<file path="config.mk">
export PLATFORM = sky130hd
export DESIGN_NAME = dac_sample_feeder
export DESIGN_NICKNAME = d
export VERILOG_FILES = /design/src/rtl/dac_pkg.sv /design/src/rtl/dac_sync_fifo.sv /design/src/rtl/dac_sample_feeder.sv
export SDC_FILE = /design/constraint.sdc
export NUM_CORES = 1
export LEC_CHECK = 0
export ABC_CLOCK_PERIOD_IN_PS = 4400
export CAP_MARGIN = 30
export CORE_AREA = 4 4 172 174
export DETAILED_ROUTE_END_ITERATION = 12
export DIE_AREA = 0 0 176 178
export PLACE_DENSITY = 0.35
export SYNTH_ARGS = -nofsm -noshare
export SYNTH_HDL_FRONTEND = slang
export SYNTH_SLANG_ARGS = --single-unit
</file>
<file path="constraint.sdc">
create_clock -name clk -period 4.4 [get_ports clk]
set_input_delay 0.88 -clock clk [delete_from_list [all_inputs] [get_ports clk]]
set_output_delay 0.88 -clock clk [all_outputs]
set_load 0.05 [all_outputs]
</file>
<file path="src/rtl/dac_pkg.sv">
// Shared definitions for the DAC sample feeder: FSM encoding, default widths
// and the rate-counter width helper.
package dac_pkg;

  typedef enum logic {
    PRIME = 1'b0,
    RUN   = 1'b1
  } feeder_state_e;

  localparam int unsigned DEFAULT_BW = 16;

  // Width of a counter covering 0..rate_div-1 (never narrower than one bit).
  function automatic int unsigned cnt_width(input int unsigned rate_div);
    return (rate_div <= 2) ? 1 : $clog2(rate_div);
  endfunction

endpackage

</file>
<file path="src/rtl/dac_sync_fifo.sv">
// Synchronous FIFO with synchronous clear; the head is read from storage, so a
// word written on an edge is never visible on rd_data_o before that edge.
module dac_sync_fifo
  import dac_pkg::*;
#(
  parameter int unsigned BW    = DEFAULT_BW,
  parameter int unsigned DEPTH = 8
) (
  input  logic                     clk,
  input  logic                     rst_i,
  input  logic                     clr_i,
  input  logic                     push_i,
  input  logic                     pop_i,
  input  logic [BW-1:0]            wr_data_i,
  output logic [BW-1:0]            rd_data_o,
  output logic [$clog2(DEPTH):0]   level_o
);

  localparam int unsigned AW  = $clog2(DEPTH);
  localparam int unsigned LW  = AW + 1;

  logic [BW-1:0] mem [DEPTH];
  logic [AW-1:0] wr_ptr_q;
  logic [AW-1:0] rd_ptr_q;
  logic [LW-1:0] level_q;

  // Pointers wrap naturally because DEPTH is a power of two.
  always_ff @(posedge clk) begin
    if (rst_i || clr_i) begin
      wr_ptr_q <= '0;
      rd_ptr_q <= '0;
      level_q  <= '0;
    end else begin
      if (push_i) wr_ptr_q <= wr_ptr_q + AW'(1);
      if (pop_i)  rd_ptr_q <= rd_ptr_q + AW'(1);
      case ({push_i, pop_i})
        2'b10:   level_q <= level_q + LW'(1);
        2'b01:   level_q <= level_q - LW'(1);
        default: level_q <= level_q;
      endcase
    end
  end

  always_ff @(posedge clk) begin
    if (push_i && !clr_i && !rst_i) begin
      mem[wr_ptr_q] <= wr_data_i;
    end
  end

  assign rd_data_o = mem[rd_ptr_q];
  assign level_o   = level_q;

endmodule

</file>
<file path="src/rtl/dac_sample_feeder.sv">
// Buffers bursty PCM input and releases one sample every RATE_DIV clocks with
// a one-cycle strobe into the FIR filter; flags underruns.
module dac_sample_feeder
  import dac_pkg::*;
#(
  parameter int unsigned BW       = DEFAULT_BW,
  parameter int unsigned DEPTH    = 8,
  parameter int unsigned PREFILL  = 4,
  parameter int unsigned RATE_DIV = 64
) (
  input  logic                     clk,
  input  logic                     rst_i,
  input  logic [BW-1:0]            in_data_i,
  input  logic                     in_valid_i,
  output logic                     in_ready_o,
  input  logic                     flush_i,
  input  logic                     clr_underflow_i,
  output logic [BW-1:0]            sample_o,
  output logic                     sample_strobe_o,
  output logic                     underflow_o,
  output logic [$clog2(DEPTH):0]   level_o
);

  localparam int unsigned CNT_W = cnt_width(RATE_DIV);
  localparam int unsigned LVL_W = $clog2(DEPTH) + 1;

  feeder_state_e state_q, state_d;
  logic [CNT_W-1:0] cnt_q;
  logic             tick;
  logic             push;
  logic             pop_c;
  logic             uflow_evt_c;
  logic [BW-1:0]    head;
  logic [LVL_W-1:0] level;

  // Free-running output-rate counter, independent of state and flush.
  always_ff @(posedge clk) begin
    if (rst_i) begin
      cnt_q <= '0;
    end else if (tick) begin
      cnt_q <= '0;
    end else begin
      cnt_q <= cnt_q + CNT_W'(1);
    end
  end

  assign tick       = (cnt_q == CNT_W'(RATE_DIV - 1));
  assign in_ready_o = !rst_i && !flush_i && (level < LVL_W'(DEPTH));
  assign push       = in_valid_i && in_ready_o;

  dac_sync_fifo #(
    .BW    (BW),
    .DEPTH (DEPTH)
  ) u_fifo (
    .clk       (clk),
    .rst_i     (rst_i),
    .clr_i     (flush_i),
    .push_i    (push),
    .pop_i     (pop_c),
    .wr_data_i (in_data_i),
    .rd_data_o (head),
    .level_o   (level)
  );

  always_ff @(posedge clk) begin
    if (rst_i) begin
      state_q <= PRIME;
    end else begin
      state_q <= state_d;
    end
  end

  // Next state plus the pop / underrun decisions for this edge.
  always_comb begin
    state_d     = state_q;
    pop_c       = 1'b0;
    uflow_evt_c = 1'b0;
    case (state_q)
      PRIME: begin
        if (level >= LVL_W'(PREFILL)) state_d = RUN;
      end
      RUN: begin
        if (tick) begin
          if (level != '0) pop_c = !flush_i;
          else             uflow_evt_c = 1'b1;
        end
      end
      default: state_d = PRIME;
    endcase
    if (flush_i) state_d = PRIME;
  end

  always_ff @(posedge clk) begin
    if (rst_i) begin
      sample_o        <= '0;
      sample_strobe_o <= 1'b0;
      underflow_o     <= 1'b0;
    end else begin
      sample_strobe_o <= tick;
      if (flush_i)    sample_o <= '0;
      else if (pop_c) sample_o <= head;
      // A fresh underrun on the clearing edge takes precedence.
      if (uflow_evt_c)          underflow_o <= 1'b1;
      else if (clr_underflow_i) underflow_o <= 1'b0;
    end
  end

  assign level_o = level;

endmodule

</file>
# Word level (Yosys, flattened, before mapping)
# Memories as Yosys holds them, arrays and structs flattened. A register that Yosys moved wholly into a read port is not among the register bits.
# Cells that the tools add are included.
# classes
n_mul,0
magnitude_cmp,2
muxes,13
add_sub_neg,5
n_shift,0
bitwise,0
n_eq_ne,3
div,0
reduce_logical,13
# op_table
operator,count
1-bit two-way mux,12
4-bit one-hot mux with 2 select lines,1
"3-bit by 1-bit adder with 3-bit output, second input constant",2
"6-bit by 1-bit adder with 6-bit output, second input constant",1
"6-bit equality test, second input constant",1
1-bit logical AND,5
"4-bit by 1-bit adder with 4-bit output, second input constant",1
"4-bit by 3-bit >= comparator with 1-bit output, second input constant",1
"4-bit < comparator, second input constant",1
2-bit nonzero test,2
4-bit nonzero test,1
2-bit OR reduction,2
"4-bit by 1-bit subtractor with 4-bit output, second input constant",1
"2-bit by 1-bit equality test with 1-bit output, second input constant",1
"2-bit equality test, second input constant",1
1-bit zero test,2
1-bit logical OR,1
# totals
output_inout_bits,23
inputBits,21
ram_bits,128
n_memories,1
latchBits,0
elab_cells,44
rom_bits,0
regBits,19
# mem_list
name,depth,width,read_ports,rd_ports_with_merged_regs,wr,line_no,rtl
u_fifo.mem,8,16,1,1,1,dac_sync_fifo.sv:22,logic [BW-1:0] mem [DEPTH];

# Longest topological paths before layout
# Gate-level depths: netlist (run 1).
# logic_depth
depth_word,8
mapped_depth,10

# By module
# A second synthesis (run 1) with hierarchy kept.
# unflattened
cells_unflattened,366
hier_area_um2,6566.3
# modules_own_cells
mod,instances,cells_per_inst,seq_area_each_um2,area_each_um2
dac_sync_fifo,1,256,4103.9,5539.1
dac_sample_feeder,1,110,500.5,1027.2

# Worst setup path after synthesis (run 1)
# Ideal clock, no wire load.
# synth_timing
path_type,input-to-reg
startpoint,in in_valid_i
endpoint,mem u_fifo.mem[0][0] (netlist name) (enable)
arrival_time_ps,2740
path_buffers,0
required_time_ps,3991
setup_slack_ps,1251
cell_stages,4
path_cell_list,nor2b_1 > nand2_1 > or2_2 > nor3_1
# synth_between
elab_chain_cells,5
# synth_lines
item,line_no,rtl
"start, declared",dac_sample_feeder.sv:14,"input logic in_valid_i,"
1-bit logical AND,dac_sample_feeder.sv:49,assign push = in_valid_i && in_ready_o;
1-bit logical AND (2 in series),dac_sync_fifo.sv:45,if (push_i && !clr_i && !rst_i) begin
1-bit two-way mux,dac_sync_fifo.sv:45,
1-bit two-way mux (not written as such),dac_sync_fifo.sv:46,mem[wr_ptr_q] <= wr_data_i;
"end, declared",dac_sync_fifo.sv:22,
# Every way passes these cells.

# Worst setup path in the final report (run 1)
# layout_timing
startpoint,in rst_i
endpoint,out in_ready_o
# layout_between
elab_chain_cells,3
# layout_lines
item,line_no,rtl
"start, declared",dac_sample_feeder.sv:12,"input logic rst_i,"
1-bit zero test,dac_sample_feeder.sv:48,assign in_ready_o = !rst_i && !flush_i && (level < LVL_W'(DEPTH));
1-bit logical AND (2 in series),dac_sample_feeder.sv:48,
"end, declared",dac_sample_feeder.sv:15,"output logic in_ready_o,"
# Every way passes these cells.

==> metrics, run 1 <==
status=completed; Syn-to-layout area delta=24.5%; vias in the first global route=3358; worst-case clock buffer depth=2; fin crit period=3.71 ns; flops & latches, synth=163; initial antenna violation count=1; Pwr Density=a little over 400 nW/um2; final WL=14100 um; Root Buffer=clkbuf_16; Clk pin slew, worst setup/hold paths=0.06 ns; initial core utilization=22.9%; Post-Route Setup TNS=0 ns; port bufs=between 40 and 50; fill cell count=2769; fin. max-slew vios=0; # DRC=0; Seq. cell area=4550 um2; top cells by count, synth=edfxtp_1 (128), dfxtp_1 (35), mux4_1 (29), nor2_1 (27); clk sinks=163; yosys warns=0; Max Clk Rate=~270 MHz; Max VDD drop=0.163 mV; via count=3141; vias per cell=4.00; EDFF count, synth=128; synth top area cells=edfxtp_1 (60%), mux4_1 (12%), dfxtp_1 (11%); Slew @ Worst Pin=roughly 0.8 ns; critical path fanouts, max=12; drt wl/cell=18.0 um; Worst path slowest cell=clkdlybuf4s50_1; First-pass DRT Iterations=4; total grt overflow=0; Syn Area/Cell=19.2 um2; Design Power=about 0.0032 W; CP Capture Type=primary output; delay-heaviest family, CP=buffers and inverters; Die Span Y=178 um; largest net degree at the start of global routing=31; critical path type=in -> out; most instantiated library cell after synthesis=edfxtp_1; area occupied by multi-input gates=1710 um2; Mapped Cells=332; post-CTS setup buffer count=0; first-pass GRT wire length=approximately 21000 um; Leak=approximately 2.5 nW; GPL Wtd Cong=about 0.66; top cell type's share of synthesized area=60.3%; TritonCTS Buffers=17; Clock Latency Late Sink=0.42 ns; critical path data required time=between 3 and 4 ns; Core Region=27800 um2; Max Cap Viol=0; full die area=31300 um2; final hold vios=0; Synth async-reset ratio=0%; worst-path cell chain=clkdlybuf4s50_1 > or2_2 > nor2_1 > clkdlybuf4s50_1; Antenna Violating Nets Remaining=0; post-cts sizing count=0; critical path's most frequent cell=clkdlybuf4s50_1; synth unique cells=38; CP max stage delay=0.81 ns; Antenna Cells=0; die width=176 um; area leader, netlist=edfxtp_1; # rows=61; Final period util=84.3%; gr usage total=9.55%; # setup viols final=0; detailed-placement wirelength estimate=8510 um; CP Data Arrival Time=~2.8 ns; Detailed Route Iter0 Violations=122; share of cells above drive strength 1=17.9%; commonest register cell after synthesis=edfxtp_1; sequential cell area fraction in the yosys report=71.3%; Post-CTS Hold Buffers=0; Critical path buffers and inverters=2; syn nets=360; H-tree Lvls=4; RSZ-0062 raised after global routing=false; Hold Path Class=reg -> reg; Post-layout nets=~420; Clock Skew=0.0112 ns; Rel. slew slack=45.6%; Startpoint Class=input port; CTS tree=yes; IO Count=44; cell area after synthesis=between 6000 and 7000 um2
routing by layer:
| metal | vias to the layer above | global-route usage, % | part of all wire [%] | wire [um] |
|---|---|---|---|---|
| met3 | 10 | 2.44 | 3.0 | 418 |
| met1 | 1607 | 12.1 | 46 | 6560 |
| li1 | 1478 | - | - | - |
| met4 | 0 | 3.61 | 1.5 | 207 |
| met5 | - | 0 | 0 | 0 |
| met2 | 46 | 15.8 | 49 | 6930 |
final timing paths:
kind / from / endpoint / slack [ns] / cells past startpoint
worst max-delay path: rst_i / in_ready_o / 0.69 / 4
worst min-delay path: cnt_q[0] / cnt_q[0] / 0.46 / 1
worst max register to register: cnt_q[0] / u_fifo.level_o[3] / 1.71 / 9
worst min register to register: cnt_q[0] / cnt_q[0] / 0.46 / 1
sequential cells by signal, summed over array words and instances (netlist names):
| name | flops |
|---|---|
| u_fifo.level_o | 4 |
| u_fifo.mem | 128 |
| u_fifo.rd_ptr_q | 3 |
| sample_o | 16 |
| u_fifo.wr_ptr_q | 3 |
| state_q | 1 |
| sample_strobe_o | 1 |
| cnt_q | 6 |
| underflow_o | 1 |
area by class of cell:
type / count / share of cell area (%)
multi-input combinational: 150 / 21.6
clock inverter: 13 / 2.00
clock buffer: 19 / 5.58
sequential: 163 / 57.3
tap: 378 / 5.96
inverter: 5 / 0.237
timing repair buffer: 58 / 7.32
power by group:
part | switching [W] | total, W | internal, W
clock network | 0.000590 | 0.00150 | 0.000906
registers | 0.00000395 | 0.00167 | 0.00167
logic | 0.0000418 | 0.0000727 | 0.0000309
stage by stage:
step	cell area [um2]	utilization, %	hold WS (ns)	worst slack [ns]	cells
6_report	7940	28.6	0.456	0.692	786
3_5_place_dp	7330	26.4	0.449	0.692	754
3_3_place_gp	7310	26.3	0.432	0.696	753
5_1_grt	7940	28.6	0.471	0.591	786
4_1_cts	7940	28.6	0.462	0.690	786
2_1_floorplan	6370	-	0.418	1.25	332
layout by cell type, fill, tap and decap left out, drive strengths merged:
cell,n
inv,6
mux2,16
clkinvlp,3
nor4,4
clkinv,6
fa,1
mux2i,2
o31ai,1
bufinv,3
or2,3
nand2,7
dfxtp,35
or3,1
o21ai,1
nor2,28
a22o,16
nor3,5
nand2b,2
and3,1
xnor2,4
buf,15
edfxtp,128
clkbuf,19
ha,6
a21oi,5
or4,1
nand3,6
nand3b,1
clkdlybuf4s50,43
a32oi,1
mux4,32
nor2b,1
xor2,5
cell families after synthesis:
group,synth area share (%)
adder cells (fa/ha/maj),1.49
multiplexers,16.2
XOR/XNOR,1.24
AO/OA/AOI/OAI,2.92
flip-flops,71.3
AND/OR/NAND/NOR,4.79
buffers and inverters,2.12
(Power assumes the default switching activity.)
==> run 2, diff against run 1 <==
- ABC_CLOCK_PERIOD_IN_PS: 4400 -> 3730
- clock period: 4.4 -> 3.73 ns (I/O delays scaled with it)
==> run 2 against run 1 <==
Effect of this change: first-iteration DRC count rose by 40%; sequential share of layout area rose by 0.23 points; setup slack improved by 0.21 ns; clock skew rose by 0.00080 ns; largest power group unchanged; clock-buffer cell count fell by 2; hold slack got worse by 0.0025 ns; highest routed layer unchanged.
==> metrics, run 2 (same netlist as run 1, synthesis figures left out) <==
initial antenna violation count=1 (unchanged); most common library cell in the layout ignoring fill and taps=edfxtp_1; worst-case clock buffer depth=2 (unchanged); Hold Path Class=reg -> reg; area occupied by multi-input gates=1710 um2 (unchanged); Die Span Y=178 um (unchanged); Worst path slowest cell=clkdlybuf4s50_1; Rel. slew slack=56.6% (+11 points); # setup viols final=0 (unchanged); # rows=61 (unchanged); H-tree Lvls=4 (unchanged); gr usage total=9.36% (-0.19 points); Slew @ Worst Pin=0.651 ns (-0.165 ns); full die area=31300 um2 (unchanged); post-cts sizing count=0 (unchanged); Clock Latency Late Sink=0.42 ns (about the same); Antenna Violating Nets Remaining=0 (unchanged); first-pass GRT wire length=20900 um (-2.4%); max FFs per register=128 (unchanged); critical path data required time=2.98 ns (-0.54 ns); Detailed Route Iter0 Violations=171 (+40%); final WL=14000 um (-0.56%); clk sinks=163 (unchanged); fill cell count=2800 (+1.1%); GPL Wtd Cong=0.678 (+2.6%); port bufs=43 (unchanged); Clock Skew=0.0121 ns (+0.000802 ns); placed cell count=757 (+0.40%); fin crit period=between 2 and 3 ns; Layout Cells excl Fill=790 (+0.51%); Post-CTS Hold Buffers=0 (unchanged); total grt overflow=0 (unchanged); Syn-to-layout area delta=24.0%; TritonCTS Buffers=17 (unchanged); vias in the first global route=3241 (-3.5%); CP max stage delay=0.52 ns (-0.29 ns); Biggest register=u_fifo.mem; CP Data Arrival Time=2.08 ns (-0.75 ns); Root Buffer=clkbuf_16; detailed-placement wirelength estimate=8370 um (-1.7%); die width=176 um (unchanged); drt wl/cell=17.8 um (-1.1%); Startpoint Class=input port; worst-path cell chain=clkdlybuf4s50_1 > or2_2 > nor2_1 > buf_4; RSZ-0062 raised after global routing=false; initial core utilization=22.9% (unchanged); via count=3160 (+0.60%); Seq. cell area=4550 um2 (unchanged); vias per cell=4.00 (about the same); post-CTS setup buffer count=0 (unchanged); Final period util=75.8%; most frequent cells in the layout=edfxtp_1 (128), clkdlybuf4s50_1 (42), dfxtp_1 (33); Post-Route Setup TNS=0 ns (unchanged); Max VDD drop=0.245 mV (+50%); Max Cap Viol=0 (unchanged); Post-layout nets=426 (+0.71%); Pwr Density=475 nW/um2 (+16%); final hold vios=0 (unchanged); Leak=2.54 nW (+0.36%); Core Region=27800 um2 (unchanged); top flop regs=u_fifo.mem (128), sample_o (16), cnt_q (6); CTS tree=yes; share of cells above drive strength 1=19.5% (+1.6 points); # DRC=0 (unchanged); critical path type=in -> out; status=completed; First-pass DRT Iterations=4 (unchanged); IO Count=44 (unchanged); Max Clk Rate=354 MHz; Clk pin slew, worst setup/hold paths=0.07 ns (about the same); fin. max-slew vios=0 (unchanged); largest net degree at the start of global routing=23 (-26%); critical path fanouts, max=12 (unchanged); CP Capture Type=primary output; flop2flop setup slack=1.05 ns (-0.66 ns)
run 2: cell types whose count changed in the layout (fill, tap and decap cells not counted), sizes merged:
cell           before  now
diode               0    1
buf                15   19
clkbuf             19   17
bufinv              3    1
clkdlybuf4s50      43   42
inv                 6   11
clkinvlp            3    2
run 2: per-stage QoR:
stage / power (W) / setup slack (ns) / hold WS, ns / instance area [um2] / util, %
finish: 0.00375 / 0.904 / 0.453 / 7900 / 28.4
global route: 0.00391 / 0.672 / 0.472 / 7900 / 28.4
CTS: 0.00381 / 0.895 / 0.455 / 7900 / 28.4
detailed placement: 0.00210 / 0.482 / 0.441 / 7330 / 26.4
global placement: 0.00210 / 0.525 / 0.427 / 7310 / 26.3
floorplan: 0.00204 / 0.715 / 0.418 / 6370 / -
run 2: worst max-delay path: cells and delay by family:
kind / cells / cell delay, ns
buffers and inverters: 2 / 0.73
AND/OR/NAND/NOR: 2 / 0.60
run 2: final cells by class:
class,count,share of cell area [%]
Sequential cell,163,57.5
Multi-Input combinational cell,150,21.7
Timing Repair Buffer,61,7.28
Tap cell,378,5.98
Clock buffer,17,5.38
Clock inverter,15,1.87
Inverter,5,0.237
Antenna cell,1,0.0317
run 2: path summary, 6_finish.rpt:
path              startpoint                 to  depth (start not counted)
setup / recovery       rst_i         in_ready_o                          4
hold / removal      cnt_q[0]           cnt_q[0]                          1
setup reg to reg    cnt_q[0]  u_fifo.level_o[3]                          9
hold reg to reg     cnt_q[0]           cnt_q[0]                          1
run 2: power breakdown:
group          switching (W)  internal (W)  leakage (nW)
sequential        0.00000507       0.00197          1.44
clock               0.000757      0.000939         0.279
combinational      0.0000485     0.0000362         0.828
total               0.000811       0.00294          2.54
run 2: per-layer routing:
layer	wire [um]	up-vias	track usage, %
li1	-	1478	-
met1	6350	1611	11.9
met2	7000	63	15.5
met3	471	8	2.61
met4	204	0	3.12
met5	0	-	0
==> run 3, diff against run 2 <==
- ABC_CLOCK_PERIOD_IN_PS: 3730 -> 2750
- clock period: 3.73 -> 2.75 ns (I/O delays scaled with it)
==> run 3 against run 2 <==
Effect of this change: first-iteration DRC count is 18% lower; via count is 1.4% higher; hold slack got worse by 0.0015 ns; final cell count rose by 1.1%; highest routed layer unchanged.
==> metrics, run 3 (same netlist as run 1, synthesis figures left out) <==
status=completed; first-pass GRT wire length=21500 um (+3.1%); clk sinks=163 (unchanged); die width=176 um (unchanged); critical path's most frequent cell=a21oi_1; min-delay src=cnt_q[0]; vias in the first global route=3470 (+7.1%); CP max stage delay=0.51 ns (about the same); Rel. slew slack=61.9% (+5.3 points); CTS tree=yes; slack of the critical path=0.184 ns (-0.720 ns); Layout Cells excl Fill=799 (+1.1%); Slew @ Worst Pin=0.566 ns (-0.0850 ns); Max VDD drop=0.285 mV (+17%); Pwr Density=621 nW/um2 (+31%); detailed-placement wirelength estimate=8600 um (+2.8%); First-pass DRT Iterations=4 (unchanged); hold path cells=1 (unchanged); Core Region=27800 um2 (unchanged); Seq pwr share=53.9% (+1.4 points); Root Buffer=clkbuf_16; top flop regs=u_fifo.mem (128), sample_o (16), cnt_q (6); placed cell count=767 (+1.3%); Psw=0.00107 W (+32%); worst-case clock buffer depth=2 (unchanged); CP Data Arrival Time=2.92 ns (+0.84 ns); Antenna Violating Nets Remaining=0 (unchanged); initial core utilization=22.9% (unchanged); TritonCTS Buffers=17 (unchanged); RSZ-0062 raised after global routing=false; IO Count=44 (unchanged); Hold Path Class=reg -> reg; Clock Skew=0.00946 ns (-0.00259 ns); Worst path slowest cell=nor4_4; full die area=31300 um2 (unchanged); # setup viols final=0 (unchanged); Post-CTS Hold Buffers=0 (unchanged); critical path type=reg -> reg; Clock Power Share=43.5% (-1.7 points); Reg-to-Reg Start=u_fifo.level_o[3]; Syn-to-layout area delta=25.5%; Hold EP=cnt_q[0]; # DRC=0 (unchanged); Max Clk Rate=between 300 and 400 MHz; flop2flop setup slack=0.18 ns (-0.87 ns); Post-layout nets=436 (+2.3%); Die Span Y=178 um (unchanged); r2r endpoint=u_fifo.level_o[3]; Max Cap Viol=0 (unchanged); worst slack, placed=-0.137 ns (-0.619 ns); most frequent cells in the layout=edfxtp_1 (128), clkdlybuf4s50_1 (42), dfxtp_1 (34); fin crit period=2.57 ns; worst r2r path cells=8 (-1); Startpoint Class=flop; port bufs=43 (unchanged); most common library cell in the layout ignoring fill and taps=edfxtp_1; combinational share of power=2.6% (+0.3 points); Biggest register=u_fifo.mem; post-CTS setup buffer count=0 (unchanged); # rows=61 (unchanged); Clk pin slew, worst setup/hold paths=0.06 ns (about the same); initial antenna violation count=0 (-1); Pint=0.00389 W (+32%); worst-path cell chain=nor4_4 > nor4_1 > ha_1 > ha_1 > a21oi_1 > a21oi_1 > or4_1 > a21oi_1; Leak=2.58 nW (+1.5%); H-tree Lvls=4 (unchanged); gr usage total=9.53% (+0.17 points); fin. max-slew vios=0 (unchanged); switching power share of the total=21.6% (about the same); vias per cell=4.01 (+0.25%); final hold vios=0 (unchanged); WHS=0.452 ns (-0.00152 ns); critical path fanouts, max=7 (-5); max FFs per register=128 (unchanged); Clock Latency Late Sink=0.42 ns (about the same); Detailed Route Iter0 Violations=140 (-18%); Post-Route Setup TNS=0 ns (unchanged); final WL=14200 um (+0.88%); post-cts sizing count=0 (unchanged); GPL Wtd Cong=0.692 (+2.1%); largest net degree at the start of global routing=23 (unchanged); share of cells above drive strength 1=20.7% (+1.2 points); drt wl/cell=17.7 um (-0.26%); Antenna Cells=0 (-1); critical path data required time=3.10 ns (+0.12 ns); Final period util=roughly 93%; Final Util=28.8% (+0.34 points); CP Capture Type=flop; total grt overflow=0 (unchanged); via count=3204 (+1.4%)
## run 3: metal layers
layer  global-route usage [%]  vias up  routed length (um)
met4                     3.41        0                 209
met2                     16.0       50                6950
met3                     2.23       14                 435
met1                     12.1     1635                6560
li1                         -     1505                   -
met5                        0        -                   0
## run 3: final cells by class
cell class | count | area, um2
clock buffers | 18 | 429
clock inverters | 14 | 104
fillers | 2793 | 19800
inverters | 5 | 18.8
multi-input cells | 150 | 1710
flip-flops and latches | 163 | 4550
well taps | 378 | 473
repair buffers | 71 | 713
## run 3: worst max path at each step
| stage | slack, ns | to | start | cells past startpoint |
|---|---|---|---|---|
| floorplan | 0.10 | u_fifo.mem[1][0] | u_fifo.level_o[3] | 3 |
| global placement | 0.002 | u_fifo.level_o[3] | flush_i | 8 |
| detailed placement | -0.14 | u_fifo.level_o[3] | flush_i | 8 |
| CTS | 0.17 | u_fifo.level_o[3] | u_fifo.level_o[3] | 8 |
| global route | 0.02 | u_fifo.level_o[3] | cnt_q[0] | 9 |
| finish | 0.18 | u_fifo.level_o[3] | u_fifo.level_o[3] | 8 |
## run 3: worst max-delay path: cells and delay by family (launching register included)
family          cells  cell delay [ns]
compound gates      3             0.44
fa+ha+maj           2             0.57
flops               1             0.40
simple gates        3             1.10
## run 3: power by group through the flow
stage | combinational (W) | clock [W] | sequential [W]
after detailed placement | 0.000131 | 0 | 0.00273
after global placement | 0.000128 | 0 | 0.00273
after global routing | 0.000141 | 0.00236 | 0.00267
final | 0.000128 | 0.00216 | 0.00268
after CTS | 0.000132 | 0.00224 | 0.00267
after floorplan | 0.0000428 | 0 | 0.00273
## run 3: through the flow
| stage | area [um2] | total power, W |
|---|---|---|
| detailed placement | 7460 | 0.00286 |
| finish | 8000 | 0.00496 |
| global placement | 7460 | 0.00286 |
| CTS | 8000 | 0.00505 |
| floorplan | 6380 | 0.00277 |
| global route | 8000 | 0.00518 |
